--- src/rtl/divider_pkg.sv ---
// Shared types and constants for the 8-bit restoring sequential divider.
// Build with SIGNED_DIV_EN defined for two's-complement operands; unsigned otherwise.
package divider_pkg;

    localparam int DIV_WIDTH = 8;
    localparam int DIV_ITERS = 8;
    localparam int REM_WIDTH = 10;
    localparam logic [DIV_WIDTH-1:0] DIV_ZERO_QUOT = 8'hFF;

    typedef enum logic [1:0] {
        IDLE = 2'd0,
        ITER = 2'd1,
        FIX  = 2'd2,
        DONE = 2'd3
    } div_state_t;

    // Two's-complement negation, used for magnitudes and sign correction.
    function automatic logic [DIV_WIDTH-1:0] negate(input logic [DIV_WIDTH-1:0] v);
        return ~v + DIV_WIDTH'(1);
    endfunction

endpackage

--- src/rtl/sequential_divider_if.sv ---
// Operand/result bundle of the sequential divider; master requests, slave divides.
interface sequential_divider_if;
    import divider_pkg::*;

    logic                 START;
    logic [DIV_WIDTH-1:0] DIVIDEND;
    logic [DIV_WIDTH-1:0] DIVISOR;
    logic [DIV_WIDTH-1:0] QUOTIENT;
    logic [DIV_WIDTH-1:0] REMAINDER;
    logic                 BUSY;
    logic                 DONE;
    logic                 DIV_ZERO;

    modport master (
        output START, DIVIDEND, DIVISOR,
        input  QUOTIENT, REMAINDER, BUSY, DONE, DIV_ZERO
    );

    modport slave (
        input  START, DIVIDEND, DIVISOR,
        output QUOTIENT, REMAINDER, BUSY, DONE, DIV_ZERO
    );

endinterface

--- src/rtl/div_control_unit.sv ---
// Divider sequencer: IDLE/ITER/(FIX)/DONE FSM with the iteration counter.
// FIX exists only when SIGNED_DIV_EN is defined.
module div_control_unit
    import divider_pkg::*;
(
    input  logic CLK,
    input  logic RESET,
    input  logic start,
    input  logic divisor_zero,
    output logic load,
    output logic shift_sub,
`ifdef SIGNED_DIV_EN
    output logic fix,
`endif
    output logic finish,
    output logic busy,
    output logic done
);

    div_state_t state_reg;
    logic [2:0] cnt_reg;
    logic       busy_reg;
    logic       done_reg;
    logic       last_iter;

    assign last_iter = (cnt_reg == 3'(DIV_ITERS - 1));
    assign load      = (state_reg == IDLE) && start;
    assign shift_sub = (state_reg == ITER);
`ifdef SIGNED_DIV_EN
    assign fix       = (state_reg == FIX);
    assign finish    = fix;
`else
    assign finish    = shift_sub && last_iter;
`endif
    assign busy      = busy_reg;
    assign done      = done_reg;

    always_ff @(posedge CLK) begin
        if (RESET) begin
            state_reg <= IDLE;
            cnt_reg   <= '0;
            busy_reg  <= 1'b0;
            done_reg  <= 1'b0;
        end else begin
            case (state_reg)
                IDLE: begin
                    if (start) begin
                        cnt_reg <= '0;
                        if (divisor_zero) begin
                            state_reg <= DONE;
                            done_reg  <= 1'b1;
                        end else begin
                            state_reg <= ITER;
                            busy_reg  <= 1'b1;
                        end
                    end
                end
                ITER: begin
                    cnt_reg <= cnt_reg + 3'd1;
                    if (last_iter) begin
`ifdef SIGNED_DIV_EN
                        state_reg <= FIX;
`else
                        state_reg <= DONE;
                        busy_reg  <= 1'b0;
                        done_reg  <= 1'b1;
`endif
                    end
                end
`ifdef SIGNED_DIV_EN
                FIX: begin
                    state_reg <= DONE;
                    busy_reg  <= 1'b0;
                    done_reg  <= 1'b1;
                end
`endif
                DONE: begin
                    // Waits for START to drop so a held request cannot retrigger.
                    if (!start) begin
                        state_reg <= IDLE;
                        done_reg  <= 1'b0;
                    end
                end
                default: begin
                    state_reg <= IDLE;
                    busy_reg  <= 1'b0;
                    done_reg  <= 1'b0;
                end
            endcase
        end
    end

endmodule

--- src/rtl/sequential_divider.sv ---
// 8-bit restoring shift-subtract divider datapath around div_control_unit.
// Define SIGNED_DIV_EN for two's-complement division truncating toward zero.
module sequential_divider
    import divider_pkg::*;
(
    input  logic          CLK,
    input  logic          RESET,
    sequential_divider_if.slave bus
);

    logic                 load, shift_sub, finish, divisor_zero;
    logic [REM_WIDTH-1:0] a_reg, a_shift, trial, a_next;
    logic [DIV_WIDTH-1:0] q_reg, q_shift, q_next, m_reg;
    logic [DIV_WIDTH-1:0] quotient_reg, remainder_reg;
    logic [DIV_WIDTH-1:0] dividend_in, divisor_in, result_q, result_r;
    logic                 div_zero_reg;

    assign divisor_zero = (bus.DIVISOR == '0);

    div_control_unit u_ctrl (
        .CLK          (CLK),
        .RESET        (RESET),
        .start        (bus.START),
        .divisor_zero (divisor_zero),
        .load         (load),
        .shift_sub    (shift_sub),
`ifdef SIGNED_DIV_EN
        .fix          (),
`endif
        .finish       (finish),
        .busy         (bus.BUSY),
        .done         (bus.DONE)
    );

    // A stays below 2*M, so its top bit is always zero before the shift.
    assign a_shift = REM_WIDTH'({a_reg, q_reg[DIV_WIDTH-1]});
    assign q_shift = {q_reg[DIV_WIDTH-2:0], 1'b0};
    assign trial   = a_shift - {2'b00, m_reg};
    assign a_next  = trial[REM_WIDTH-1] ? a_shift : trial;
    assign q_next  = q_shift | {{(DIV_WIDTH-1){1'b0}}, ~trial[REM_WIDTH-1]};

`ifdef SIGNED_DIV_EN
    logic neg_q_reg, neg_r_reg;

    assign dividend_in = bus.DIVIDEND[DIV_WIDTH-1] ? negate(bus.DIVIDEND) : bus.DIVIDEND;
    assign divisor_in  = bus.DIVISOR[DIV_WIDTH-1]  ? negate(bus.DIVISOR)  : bus.DIVISOR;
    assign result_q    = neg_q_reg ? negate(q_reg) : q_reg;
    assign result_r    = neg_r_reg ? negate(a_reg[DIV_WIDTH-1:0]) : a_reg[DIV_WIDTH-1:0];

    always_ff @(posedge CLK) begin
        if (RESET) begin
            neg_q_reg <= 1'b0;
            neg_r_reg <= 1'b0;
        end else if (load) begin
            neg_q_reg <= bus.DIVIDEND[DIV_WIDTH-1] ^ bus.DIVISOR[DIV_WIDTH-1];
            neg_r_reg <= bus.DIVIDEND[DIV_WIDTH-1];
        end
    end
`else
    assign dividend_in = bus.DIVIDEND;
    assign divisor_in  = bus.DIVISOR;
    assign result_q    = q_next;
    assign result_r    = a_next[DIV_WIDTH-1:0];
`endif

    always_ff @(posedge CLK) begin
        if (RESET) begin
            a_reg         <= '0;
            q_reg         <= '0;
            m_reg         <= '0;
            quotient_reg  <= '0;
            remainder_reg <= '0;
            div_zero_reg  <= 1'b0;
        end else begin
            if (load) begin
                a_reg        <= '0;
                q_reg        <= dividend_in;
                m_reg        <= divisor_in;
                div_zero_reg <= divisor_zero;
                if (divisor_zero) begin
                    quotient_reg  <= DIV_ZERO_QUOT;
                    remainder_reg <= bus.DIVIDEND;
                end
            end
            if (shift_sub) begin
                a_reg <= a_next;
                q_reg <= q_next;
            end
            if (finish) begin
                quotient_reg  <= result_q;
                remainder_reg <= result_r;
            end
        end
    end

    assign bus.QUOTIENT  = quotient_reg;
    assign bus.REMAINDER = remainder_reg;
    assign bus.DIV_ZERO  = div_zero_reg;

endmodule
--- src/flat_wrapper.sv ---
// flat-port wrapper written by rule: the top's interface ports become plain ports
module sequential_divider_flat import divider_pkg::*;
  (CLK, RESET, bus_START, bus_DIVIDEND, bus_DIVISOR, bus_QUOTIENT, bus_REMAINDER, bus_BUSY, bus_DONE, bus_DIV_ZERO);
  sequential_divider_if bus_i ();
  input  logic CLK;
  input  logic RESET;
  input wire logic [$bits(bus_i.START)-1:0] bus_START;
  input wire logic [$bits(bus_i.DIVIDEND)-1:0] bus_DIVIDEND;
  input wire logic [$bits(bus_i.DIVISOR)-1:0] bus_DIVISOR;
  output wire logic [$bits(bus_i.QUOTIENT)-1:0] bus_QUOTIENT;
  output wire logic [$bits(bus_i.REMAINDER)-1:0] bus_REMAINDER;
  output wire logic [$bits(bus_i.BUSY)-1:0] bus_BUSY;
  output wire logic [$bits(bus_i.DONE)-1:0] bus_DONE;
  output wire logic [$bits(bus_i.DIV_ZERO)-1:0] bus_DIV_ZERO;
  assign bus_i.START = bus_START;
  assign bus_i.DIVIDEND = bus_DIVIDEND;
  assign bus_i.DIVISOR = bus_DIVISOR;
  assign bus_QUOTIENT = bus_i.QUOTIENT;
  assign bus_REMAINDER = bus_i.REMAINDER;
  assign bus_BUSY = bus_i.BUSY;
  assign bus_DONE = bus_i.DONE;
  assign bus_DIV_ZERO = bus_i.DIV_ZERO;
  sequential_divider u_core (.CLK(CLK), .RESET(RESET), .bus(bus_i));
endmodule
--- config.mk ---
export PLATFORM = sky130hd
export DESIGN_NAME = sequential_divider_flat
export DESIGN_NICKNAME = d
export VERILOG_FILES = /design/src/rtl/divider_pkg.sv /design/src/rtl/sequential_divider_if.sv /design/src/rtl/div_control_unit.sv /design/src/rtl/sequential_divider.sv /design/src/flat_wrapper.sv
export SDC_FILE = /design/constraint.sdc
export NUM_CORES = 1
export LEC_CHECK = 0
export CAP_MARGIN = 25
export CORE_UTILIZATION = 40
export CTS_CLUSTER_DIAMETER = 100
export CTS_CLUSTER_SIZE = 25
export DETAILED_ROUTE_END_ITERATION = 8
export PLACE_DENSITY = 0.69
export SLEW_MARGIN = 20
export SYNTH_ARGS = -nofsm -noshare
export SYNTH_HDL_FRONTEND = slang
export SYNTH_SLANG_ARGS = --single-unit
--- constraint.sdc ---
create_clock -name CLK -period 4 [get_ports CLK]
set_clock_uncertainty 0.15 [all_clocks]
set_input_delay 0.8 -clock CLK [delete_from_list [all_inputs] [get_ports CLK]]
set_output_delay 0.8 -clock CLK [all_outputs]
set_load 0.02 [all_outputs]
; After elaboration in Yosys (flattened, before gate mapping)
; Index checks and enable logic that the tools add are counted.
[totals]
regBits = 49
mem_count = 0
mem_bits_rw = 0
mem_bits_ro = 0
input_bits = 19
latch_bits = 0
word_cells = 63
[classes]
reduce_logical = 13
addsub = 2
div = 0
n_mux = 27
n_shift = 0
n_lt_le_gt_ge = 0
multipliers = 0
bitwise_logic = 3
n_eq_ne = 8
[op_table]
columns = operator, count
row1 = $mux 8, 8
row2 = $mux 9, 3
row3 = $sub 10x8->10, 1
row4 = $logic_not 8->1, 1
row5 = $mux 2, 4
row6 = $or 8x1->8, 1
row7 = $reduce_and 4->1, 2
row8 = $reduce_bool 2->1, 4
row9 = $mux 1, 7
row10 = $ne 2x2->1 const B, 3
row11 = $pmux 1 s3, 2
row12 = $pmux 2 s3, 1
row13 = $pmux 3 s2, 1
row14 = $ne 2x1->1 const B, 2
row15 = $reduce_and 2->1, 2
row16 = $add 3x1->3 const B, 1
row17 = $eq 3x3->1 const B, 1
row18 = $mux 3, 1
row19 = $reduce_and 3->1, 1
row20 = $eq 2x1->1 const B, 1
row21 = $eq 2x2->1 const B, 1
row22 = $logic_and 1x1->1, 2
row23 = $logic_not 2->1, 1
row24 = $not 1->1, 2

; Longest topological paths before layout
; Gate-level depths: netlist of run 1.
[depth]
word_depth = 4
mapped_depth = 10
mapped_depth_nobuf = 10

; Modules after synthesis
; From an unflattened synthesis of run 1, not the netlist that was laid out.
[unflattened]
cells_unflattened = 288
area_unflattened_um2 = 2563.7
[modules_own_cells]
columns = module, seq_area_each_um2, instances, area_each_um2, cells_each
row1 = sequential_divider, 840.8, 1, 2195.9, 248
row2 = div_control_unit, 140.1, 1, 367.9, 40

; Worst setup path before layout of run 1
; Ideal clock, no wire load.
[synth_timing]
path_type = input port to flip-flop
startpoint = input bus_DIVISOR[3]
endpoint = register u_core.remainder_reg[4] (netlist: u_core.bus.REMAINDER[4])
setup_slack_ns = 1.440
arrival_ns = 2.288
required_ns = 3.728
stages = 6
path_cell_list = or4_4 > or3_1 > buf_2 > nand3_1 > a21oi_1 > a311o_1
[synth_between]
elab_chain_len = 3
[synth_rtl]
columns = item, line
row1 = from (decl), flat_wrapper.sv:9  ; input wire logic [$bits(bus_i.DIVISOR)-1:0] bus_DIVISOR;
row2 = $logic_not 8->1, sequential_divider.sv:18  ; assign divisor_zero = (bus.DIVISOR == '0);
row3 = $reduce_bool 2->1 (no source line), n/a
row4 = $reduce_and 2->1 (no source line), n/a
row5 = to (signal assigned), sequential_divider.sv:82  ; remainder_reg <= bus.DIVIDEND;
row6 = to (signal assigned), sequential_divider.sv:91  ; remainder_reg <= result_r;
row7 = to (decl), sequential_divider.sv:14  ; logic [DIV_WIDTH-1:0] quotient_reg, remainder_reg;
; Every way passes these cells.
; A chain may end at the register's enable or synchronous reset.

; Worst setup path after layout of run 1
[layout_timing]
startpoint = input bus_DIVISOR[3]
endpoint = register u_core.remainder_reg[7] (netlist: u_core.bus.REMAINDER[7])
; The elaborated chain is that of the path after synthesis.

==> impl_metrics.env, run 1 <==
export IMPL_avgSynthCellArea_um2=8.10
export IMPL_hold_viol_final=0
export IMPL_fillCellCount=590
export IMPL_overflow=0
export IMPL_wl_per_cell_um=14.3
export IMPL_period_share_pct=72.0
export IMPL_switching_share_pct=41.5
export IMPL_drive_gt1_share_pct=6.47
export IMPL_combPwrFrac_pct=51.7
export IMPL_fp_dieArea_um2=6520
export IMPL_leakagePower_nw=1.11
export IMPL_placedCellCount=407
export IMPL_synth_distinct_cells=52
export IMPL_pre_cts_slack_ps=798
export IMPL_intPower_mw=1.09
export IMPL_post_cts_setup_buffers=0
export IMPL_die_w_um=80.7
export IMPL_cts_root_buf="clkbuf_8"
export IMPL_grt_pass1_vias=2019
export IMPL_power_per_cell_area_nw_per_um2=625
export IMPL_crit_required_ps=4050
export IMPL_final_common_cell="nand2_1"
export IMPL_cts_inserted_buffers=5
export IMPL_synth_edff_count=0
export IMPL_worstHoldPathType="flip-flop to flip-flop"
export IMPL_vias_per_cell=5.43
export IMPL_io_buffers=37
export IMPL_crit_fanout=10
export IMPL_mostFrequentLayoutCells="nand2_1 (56), dfxtp_1 (49), clkdlybuf4s50_1 (36)"
export IMPL_critPathTopFamily="simple AND/OR/NAND/NOR gates"
export IMPL_cts_hold_buf=0
export IMPL_yosysTopAreaCell="dfxtp_1"
export IMPL_grt_usage_pct=19.6
export IMPL_cp_arrival_ps=2930
export IMPL_p_seq_share_pct=32.0
export IMPL_worst_setup_path_type="input port to flip-flop"
export IMPL_routed_wl_um=5920
export IMPL_n_antenna_cell=0
export IMPL_crit_buf_inv=1
export IMPL_placed_cell_area_um2=2910
export IMPL_drt_initial_drc_count=215
export IMPL_hold_ws_ps=311
export IMPL_syn_inst=306
export IMPL_synthesis_area_um2=2480
export IMPL_syn_nets=336
export IMPL_die_height_um=80.7
export IMPL_hpwlAfterDp_um=4180
export IMPL_numClockSinks=49
export IMPL_area_growth_pct=20.6
export IMPL_clk_latency_ps=310
export IMPL_core_um2=5960
export IMPL_async_reset_ff_share_pct=0
export IMPL_ctsResizeCount=0
export IMPL_synth_area_leaders="dfxtp_1 (40%), nand2_1 (8.5%), nor2_1 (5.3%), ha_1 (5.0%), a21oi_1 (4.6%)"
export IMPL_layout_min_cycle_time_ps=2880
export IMPL_grt_max_degree=50
export IMPL_final_cells=415
export IMPL_slew_headroom_pct=39.6
export IMPL_design_area_um2=2990
export IMPL_fin_ws_ps=1120
export IMPL_seq_area_um2=981
export IMPL_synth_top_cell_area_share_pct=39.6
export IMPL_pin_count=38
export IMPL_path_clk_slew_ps=90
export IMPL_multiInputGateArea_um2=1380
export IMPL_tightest_slew_ps=906
export IMPL_ir_worst_vdd_v=0.000439
export IMPL_tns_ps=0
export IMPL_p_switching_mw=0.775
export IMPL_gp_congestion=0.788
export IMPL_cts_tree="built"
export IMPL_power_total_mw=1.87
export IMPL_ant_nets=0
export IMPL_antenna_found_initial=0
export IMPL_cp_start_kind="input port"
export IMPL_cpPeakStageDelay_ps=570
export IMPL_grt_first_pass_wirelength_um=9800
export IMPL_crit_chain="clkdlybuf4s50_1, or4_4, or3_1, nand3_1, a21oi_1, a311o_1"
export IMPL_synth_main_ff_cell="dfxtp_1"
export IMPL_final_core_util_pct=50.2
export IMPL_clockBufferDepth=2
export IMPL_first_pass_iters=5
export IMPL_crit_slowest_cell="or4_4"
export IMPL_p_clk_share_pct=16.3
export IMPL_crit_path_end_kind="flip-flop"
export IMPL_status="completed"
export IMPL_rows=28
export IMPL_setup_viol=0
export IMPL_slew_viol_final=0
export IMPL_vias=2255
export IMPL_drc_errors=0
export IMPL_drv_cap=0
export IMPL_start_util_pct=41.6
export IMPL_ys_seq_area_share_pct=39.6
export IMPL_finalNetCount=369
export IMPL_cts_max_level=2
export IMPL_ys_ff_latch=49
export IMPL_rsz0062_at_grt="no"
export IMPL_max_freq_mhz=347
export IMPL_ys_warn_count=0
export IMPL_largest_reg_flops=9
worst register-to-register path, stage by stage (launching register included):
cell	delay, ps
dfxtp_1	420
ha_1	330
a21o_1	200
a211o_1	310
nor3b_2	320
xnor2_2	210
buf_4	270
mux2i_1	280
a211oi_1	110
layer usage:
metal | share of wire (%) | global-route usage [%]
met2 | 46 | 30.7
met4 | 1.0 | 4.82
met5 | 0 | 0
met3 | 4.3 | 4.38
met1 | 49 | 27.3
final timing paths:
path                              to  cells past startpoint  slack (ps)       startpoint
max          u_core.bus.REMAINDER[7]                      6        1120   bus_DIVISOR[3]
min                  u_core.m_reg[6]                      2         310  u_core.m_reg[6]
min reg2reg          u_core.m_reg[6]                      2         310  u_core.m_reg[6]
max reg2reg  u_core.bus.REMAINDER[1]                      8        1280  u_core.a_reg[5]
area by class of cell:
cell class | instances | share of cell area (%)
clock buffer | 6 | 2.43
inverter | 12 | 1.51
timing repair buffer | 42 | 13.5
clock inverter | 2 | 0.460
tap | 75 | 3.14
multi-input combinational | 229 | 46.2
sequential | 49 | 32.8
power by group through the flow:
stage	Combinational, mW	Sequential [mW]	Clock [mW]
2_1_floorplan	0.792	0.594	0
3_3_place_gp	0.952	0.608	0
3_5_place_dp	0.958	0.609	0
4_1_cts	0.962	0.599	0.309
5_1_grt	1.05	0.609	0.328
6_report	0.967	0.598	0.305
synthesized netlist by cell type (2+ instances only):
cell type / n
nand2_1: 56
dfxtp_1: 49
nor2_1: 35
a21oi_1: 23
inv_1: 12
nor3_1: 11
clkbuf_1: 10
ha_1: 10
o21ai_0: 10
nand3_1: 9
a311oi_1: 7
mux2i_1: 6
a311o_1: 5
a211oi_1: 4
a31oi_1: 4
a21o_1: 3
buf_2: 3
nand4_1: 3
nor4b_1: 3
or3_1: 3
xor2_1: 3
buf_1: 2
nand2b_1: 2
o21ai_1: 2
o311a_1: 2
or4_1: 2
xnor2_1: 2
cell families after synthesis:
kind of cell	synth area share (%)
compound gates	18.7
xor+xnor	2.42
flops	39.6
fa+ha+maj	5.85
mux	2.88
buf+inv	4.69
simple gates	25.9
Note: power is estimated with default switching activity, not from simulation.
==> run 2, diff against run 1 <==
--- a/config.mk
+++ b/config.mk
@@ -10,7 +10,7 @@
 export CTS_CLUSTER_DIAMETER = 100
 export CTS_CLUSTER_SIZE = 25
 export DETAILED_ROUTE_END_ITERATION = 8
-export PLACE_DENSITY = 0.69
+export PLACE_DENSITY = 0.72
 export SLEW_MARGIN = 20
 export SYNTH_ARGS = -nofsm -noshare
 export SYNTH_HDL_FRONTEND = slang
==> constraint.sdc (replaced) <==
create_clock -name CLK -period 2.4 [get_ports CLK]
set_clock_uncertainty 0.15 [all_clocks]
set_input_delay 0.48 -clock CLK [delete_from_list [all_inputs] [get_ports CLK]]
set_output_delay 0.48 -clock CLK [all_outputs]
set_load 0.02 [all_outputs]
==> run 2 against run 1 <==
  * Cell area increased by 15%
  * Die area unchanged
  * Sequential share of layout area decreased by 4.0 points
  * Critical endpoint is now u_core.a_reg[7]
  * Largest cell class unchanged
  * Largest power group unchanged
  * Highest routed layer unchanged
==> impl_metrics.env, run 2 (synthesized netlist as in run 1, its figures left out) <==
export IMPL_grt_pass1_vias=2314
export IMPL_largest_reg_flops=9
export IMPL_cp_arrival_ps=2460
export IMPL_critical_path_startpoint="u_core.m_reg[6]"
export IMPL_cp_start_kind="flip-flop"
export IMPL_rsz0062_at_grt="yes"
export IMPL_placedCellCount=438
export IMPL_worstHoldPathType="flip-flop to flip-flop"
export IMPL_final_common_cell="nand2_1"
export IMPL_hold_ws_ps=309
export IMPL_drc_errors=0
export IMPL_gp_congestion=0.833
export IMPL_pin_count=38
export IMPL_ir_worst_vdd_v=0.000810
export IMPL_slew_headroom_pct=56.2
export IMPL_design_area_um2=3450
export IMPL_drt_initial_drc_count=144
export IMPL_antenna_found_initial=0
export IMPL_crit_chain="inv_2, ha_4, a21o_1, a211o_1, nor3b_4, xnor2_4, bufbuf_16, o31ai_2, a31o_1"
export IMPL_final_cells=449
export IMPL_critPathTopFamily="compound AO/OA/AOI/OAI gates"
export IMPL_pre_cts_slack_ps=-402
export IMPL_crit_path_end_kind="flip-flop"
export IMPL_ff2ff_setup_slack_ps=10
export IMPL_vias=2420
export IMPL_grt_usage_pct=21.9
export IMPL_setup_viol=0
export IMPL_grt_first_pass_wirelength_um=11000
export IMPL_crit_required_ps=2470
export IMPL_die_height_um=80.7
export IMPL_drv_cap=0
export IMPL_cts_hold_buf=0
export IMPL_crit_fanout=8
export IMPL_numClockSinks=49
export IMPL_slew_viol_final=0
export IMPL_fp_dieArea_um2=6520
export IMPL_crit_slowest_cell="dfxtp_2"
export IMPL_drive_gt1_share_pct=20.9
export IMPL_cpPeakStageDelay_ps=340
export IMPL_fillCellCount=540
export IMPL_layout_min_cycle_time_ps=2390
export IMPL_status="completed"
export IMPL_mostFrequentLayoutCells="nand2_1 (56), dfxtp_1 (42), clkdlybuf4s50_1 (37)"
export IMPL_routed_wl_um=6580
export IMPL_tightest_slew_ps=654
export IMPL_cts_tree="built"
export IMPL_overflow=0
export IMPL_worst_setup_path_type="flip-flop to flip-flop"
export IMPL_path_depth=9
export IMPL_cts_inserted_buffers=5
export IMPL_grt_max_degree=22
export IMPL_fin_ws_ps=11.3
export IMPL_max_freq_mhz=419
export IMPL_leakagePower_nw=1.34
export IMPL_first_pass_iters=5
export IMPL_n_antenna_cell=0
export IMPL_final_core_util_pct=57.9
export IMPL_hold_viol_final=0
export IMPL_tns_ps=0
export IMPL_r2r_end="u_core.a_reg[7]"
export IMPL_die_w_um=80.7
export IMPL_cts_max_level=2
export IMPL_area_growth_pct=39.2
export IMPL_vias_per_cell=5.39
export IMPL_io_buffers=37
export IMPL_path_clk_slew_ps=90
export IMPL_r2r_start="u_core.m_reg[6]"
export IMPL_crit_buf_inv=2
export IMPL_rows=28
export IMPL_clk_latency_ps=320
export IMPL_core_um2=5960
export IMPL_hpwlAfterDp_um=4680
export IMPL_period_share_pct=99.5
export IMPL_power_total_mw=4.25
export IMPL_wl_per_cell_um=14.7
export IMPL_clockBufferDepth=2
export IMPL_endpoint="u_core.a_reg[7]"
export IMPL_cts_root_buf="clkbuf_8"
export IMPL_power_per_cell_area_nw_per_um2=1230
export IMPL_finalNetCount=403
export IMPL_start_util_pct=41.6
export IMPL_ant_nets=0
export IMPL_placed_cell_area_um2=3160
export IMPL_r2r_cells=9
[run 2: changes by cell type in the layout (fill, tap and decap cells not counted), sizes merged]
| cell | delta |
|---|---|
| bufbuf | +1 |
| buf | +32 |
| clkdlybuf4s50 | +1 |
| inv | -1 |
| bufinv | +1 |
[run 2: layer usage]
metal | wire length (um) | vias to the layer above | GRT usage, %
met4 | 66 | 0 | 6.07
met5 | 0 | - | 0
met3 | 251 | 6 | 4.16
met1 | 3100 | 1152 | 29.6
met2 | 3170 | 46 | 35.5
li1 | - | 1216 | -
[run 2: repair_timing]
action | in CTS | in global routing
gates cloned | 1 | 0
resized for setup | 8 | 20
setup endpoints to repair | 17 | 26
buffers inserted | 1 | 1
pin swaps | 5 | 7
[run 2: area by class of cell]
type,instances,area (um2),share of cell area [%]
multi-input combinational,229,1500,43.3
sequential,49,992,28.8
timing repair buffer,76,713,20.7
tap,75,93.8,2.72
clock buffer,6,72.6,2.10
inverter,12,45.0,1.31
clock inverter,2,38.8,1.12
[run 2: how the worst min path moves through the flow]
stage                          startpoint         endpoint  slack, ps  cells past startpoint
final                     u_core.m_reg[4]  u_core.m_reg[4]        310                      2
after CTS                 u_core.m_reg[4]  u_core.m_reg[4]        310                      2
after detailed placement  u_core.m_reg[4]  u_core.m_reg[4]        300                      2
after floorplan           u_core.m_reg[1]  u_core.m_reg[1]        290                      2
after global placement    u_core.m_reg[7]  u_core.m_reg[7]        290                      2
after global routing      u_core.m_reg[4]  u_core.m_reg[4]        330                      2
[run 2: tightest hold or removal path: cells and delay by family (launching register included)]
kind / cells / cell delay, ps
and+or+nand+nor: 1 / 50
AOI/OAI and AO/OA: 1 / 50
DFF: 1 / 320
[run 2: power by group]
part / leakage [nW] / switching (mW) / internal [mW]
logic: 0.883 / 1.13 / 1.50
registers: 0.402 / 0.104 / 0.907
clock network: 0.0554 / 0.302 / 0.313
==> run 3, diff against run 2 <==
--- a/config.mk
+++ b/config.mk
@@ -10,8 +10,11 @@
 export CTS_CLUSTER_DIAMETER = 100
 export CTS_CLUSTER_SIZE = 25
 export DETAILED_ROUTE_END_ITERATION = 8
-export PLACE_DENSITY = 0.72
+export MAX_ROUTING_LAYER = met4
+export PLACE_DENSITY = 0.71
+export SETUP_SLACK_MARGIN = 0.02
 export SLEW_MARGIN = 20
 export SYNTH_ARGS = -nofsm -noshare
 export SYNTH_HDL_FRONTEND = slang
+export SYNTH_HIERARCHICAL = 1
 export SYNTH_SLANG_ARGS = --single-unit
==> run 3 against run 2 <==
  * Final cell count fell by 5.6%
  * Sequential power barely moved
  * Global-route usage fell by 2.7 points
  * Cell area fell by 1.1%
  * Clock power fell by 2%
  * Critical path type unchanged
  * Via count fell by 6.5%
  * Critical endpoint is now u_core/a_reg[2]
==> impl_metrics.env, run 3 <==
export IMPL_placed_cell_area_um2=3200
export IMPL_power_per_cell_area_nw_per_um2=1040
export IMPL_worstHoldStart="u_core/u_ctrl/cnt_reg[2]"
export IMPL_drv_cap=0
export IMPL_tns_ps=0
export IMPL_synthesis_area_um2=2560
export IMPL_syn_nets=318
export IMPL_rsz0062_at_grt="yes"
export IMPL_pre_cts_slack_ps=-261
export IMPL_cpPeakStageDelay_ps=380
export IMPL_io_buffers=37
export IMPL_period_share_pct=96.2
export IMPL_status="completed"
export IMPL_vias_per_cell=5.33
export IMPL_slew_viol_final=0
export IMPL_cts_max_level=2
export IMPL_r2r_cells=9
export IMPL_n_antenna_cell=0
export IMPL_yosys_top_cells_count="dfxtp_1 (49), nor2_1 (33), a211oi_1 (29)"
export IMPL_finalNetCount=378
export IMPL_start_util_pct=42.3
export IMPL_ir_worst_vdd_v=0.000674
export IMPL_final_common_cell="dfxtp_1"
export IMPL_ys_seq_area_share_pct=38.3
export IMPL_clockBufferDepth=2
export IMPL_fin_ws_ps=91.4
export IMPL_hold_ws_ps=324
export IMPL_synth_area_leaders="dfxtp_1 (38%), a211oi_1 (8.5%), mux2i_1 (6.2%), ha_1 (4.9%), nor2_1 (4.8%)"
export IMPL_drc_errors=0
export IMPL_cts_tree="built"
export IMPL_vias=2262
export IMPL_tightest_slew_ps=911
export IMPL_worstHoldPathType="flip-flop to flip-flop"
export IMPL_die_height_um=82.1
export IMPL_syn_inst=288
export IMPL_async_reset_ff_share_pct=0
export IMPL_grt_first_pass_wirelength_um=9670
export IMPL_ff2ff_setup_slack_ps=90
export IMPL_grt_pass1_vias=2125
export IMPL_hpwlAfterDp_um=4310
export IMPL_die_w_um=82.1
export IMPL_avgSynthCellArea_um2=8.90
export IMPL_max_freq_mhz=433
export IMPL_cts_root_buf="clkbuf_8"
export IMPL_core_um2=6060
export IMPL_yosysMostFrequentCell="dfxtp_1"
export IMPL_worst_setup_path_type="flip-flop to flip-flop"
export IMPL_seq_area_um2=986
export IMPL_fillCellCount=561
export IMPL_gp_congestion=0.774
export IMPL_crit_required_ps=2450
export IMPL_largest_reg_flops=9
export IMPL_clk_latency_ps=300
export IMPL_crit_chain="inv_1, ha_4, a21oi_2, nand2_2, a221oi_4, xnor2_2, buf_12, or2_2, a32o_1"
export IMPL_first_pass_iters=4
export IMPL_multiInputGateArea_um2=1510
export IMPL_numClockSinks=49
export IMPL_ys_warn_count=6
export IMPL_hold_viol_final=0
export IMPL_crit_slowest_cell="a221oi_4"
export IMPL_r2r_start="u_core/m_reg[2]"
export IMPL_whs_path_depth=2
export IMPL_overflow=0
export IMPL_pin_count=38
export IMPL_synth_main_ff_cell="dfxtp_1"
export IMPL_grt_usage_pct=19.2
export IMPL_path_clk_slew_ps=100
export IMPL_crit_path_end_kind="flip-flop"
export IMPL_layout_min_cycle_time_ps=2310
export IMPL_cp_start_kind="flip-flop"
export IMPL_rows=28
export IMPL_grt_max_degree=37
export IMPL_drt_initial_drc_count=107
export IMPL_cts_inserted_buffers=5
export IMPL_synth_edff_count=0
export IMPL_synth_top_cell_area_share_pct=38.3
export IMPL_antenna_found_initial=0
export IMPL_area_growth_pct=33.1
export IMPL_r2r_end="u_core/a_reg[2]"
export IMPL_ant_nets=0
export IMPL_ys_ff_latch=49
export IMPL_drive_gt1_share_pct=22.3
export IMPL_min_to="u_core/u_ctrl/cnt_reg[2]"
export IMPL_cts_hold_buf=0
export IMPL_crit_fanout=10
export IMPL_setup_viol=0
export IMPL_cp_arrival_ps=2360
export IMPL_synth_distinct_cells=60
export IMPL_leakagePower_nw=1.31
export IMPL_design_area_um2=3410
export IMPL_mostFrequentLayoutCells="dfxtp_1 (45), clkdlybuf4s50_1 (37), nor2_1 (33)"
export IMPL_fp_dieArea_um2=6730
export IMPL_wl_per_cell_um=13.8
export IMPL_routed_wl_um=5870
export IMPL_yosysTopAreaCell="dfxtp_1"
export IMPL_slew_headroom_pct=38.8
[run 3: changes by cell type in the layout (fill, tap and decap cells not counted), moves of 7 or more]
| cell | previous run | this run |
|---|---|---|
| a21oi_1 | 22 | 10 |
| nand2_1 | 56 | 12 |
| a211oi_1 | 2 | 26 |
| a221oi_1 | 0 | 7 |
| mux2i_1 | 6 | 15 |
| inv_1 | 10 | 18 |
[run 3: per-stage QoR]
| stage | instances | total power [mW] | util (%) |
|---|---|---|---|
| final | 424 | 3.54 | 56.3 |
| after global placement | 416 | 2.71 | 52.9 |
| after detailed placement | 416 | 2.73 | 52.9 |
| after floorplan | 288 | 2.20 | - |
| after CTS | 424 | 3.40 | 55.0 |
| after global routing | 424 | 3.77 | 56.3 |
[run 3: how the worst max path moves through the flow]
stage	startpoint	endpoint	slack (ps)
2_1_floorplan	u_core/m_reg[2]	u_core/bus.REMAINDER[5]	160
3_3_place_gp	bus_DIVISOR[7]	u_core/bus.REMAINDER[7]	-200
3_5_place_dp	bus_DIVISOR[7]	u_core/bus.REMAINDER[7]	-260
4_1_cts	u_core/q_reg[7]	u_core/bus.REMAINDER[4]	20
5_1_grt	u_core/m_reg[2]	u_core/a_reg[2]	-0.6
6_report	u_core/m_reg[2]	u_core/a_reg[2]	90
[run 3: per-layer routing]
layer | track usage (%) | vias up | part of all wire (%)
li1 | - | 1159 | -
met1 | 24.5 | 1050 | 47
met2 | 31.5 | 49 | 49
met3 | 3.11 | 4 | 3.1
met4 | 5.09 | 0 | 0.72
met5 | - | - | 0
[run 3: worst max-delay path: cells and delay by family, from the launching register on]
| kind | cells | cell delay (ps) |
|---|---|---|
| buffers and inverters | 2 | 260 |
| AND/OR/NAND/NOR | 2 | 370 |
| adder cells (fa/ha/maj) | 1 | 220 |
| AO/OA/AOI/OAI | 3 | 740 |
| XOR/XNOR | 1 | 140 |
| flip-flops | 1 | 330 |
[run 3: cell families (layout without fill, tap and decap cells)]
group / after synthesis / in the layout / synth area share [%]
simple gates: 87 / 87 / 17.3
compound gates: 77 / 77 / 22.3
flops: 49 / 49 / 38.3
buf+inv: 39 / 100 / 6.59
mux: 18 / 18 / 7.13
fa+ha+maj: 12 / 12 / 6.05
xor+xnor: 6 / 6 / 2.34
[run 3: report_power, final]
part	internal (mW)	leakage [nW]	switching, mW
registers	0.900	0.401	0.0844
logic	1.00	0.849	0.956
clock network	0.313	0.0585	0.289
total	2.21	1.31	1.33
[run 3: what timing repair did]
| item | 4_1_cts | 5_1_grt |
|---|---|---|
| setup buffers | 0 | 0 |
| pin swaps | 0 | 5 |
| gates resized for setup | 2 | 19 |
| cloned | 0 | 0 |
| hold endpoints to repair | 0 | 0 |
| endpoints found under the setup margin | 2 | 15 |
[run 3: area by class of cell]
class,count,share of cell area [%]
flip-flops and latches,49,28.9
well taps,75,2.75
clock buffers,5,2.02
inverters,22,2.49
repair buffers,70,18.5
multi-input cells,200,44.1
clock inverters,3,1.28
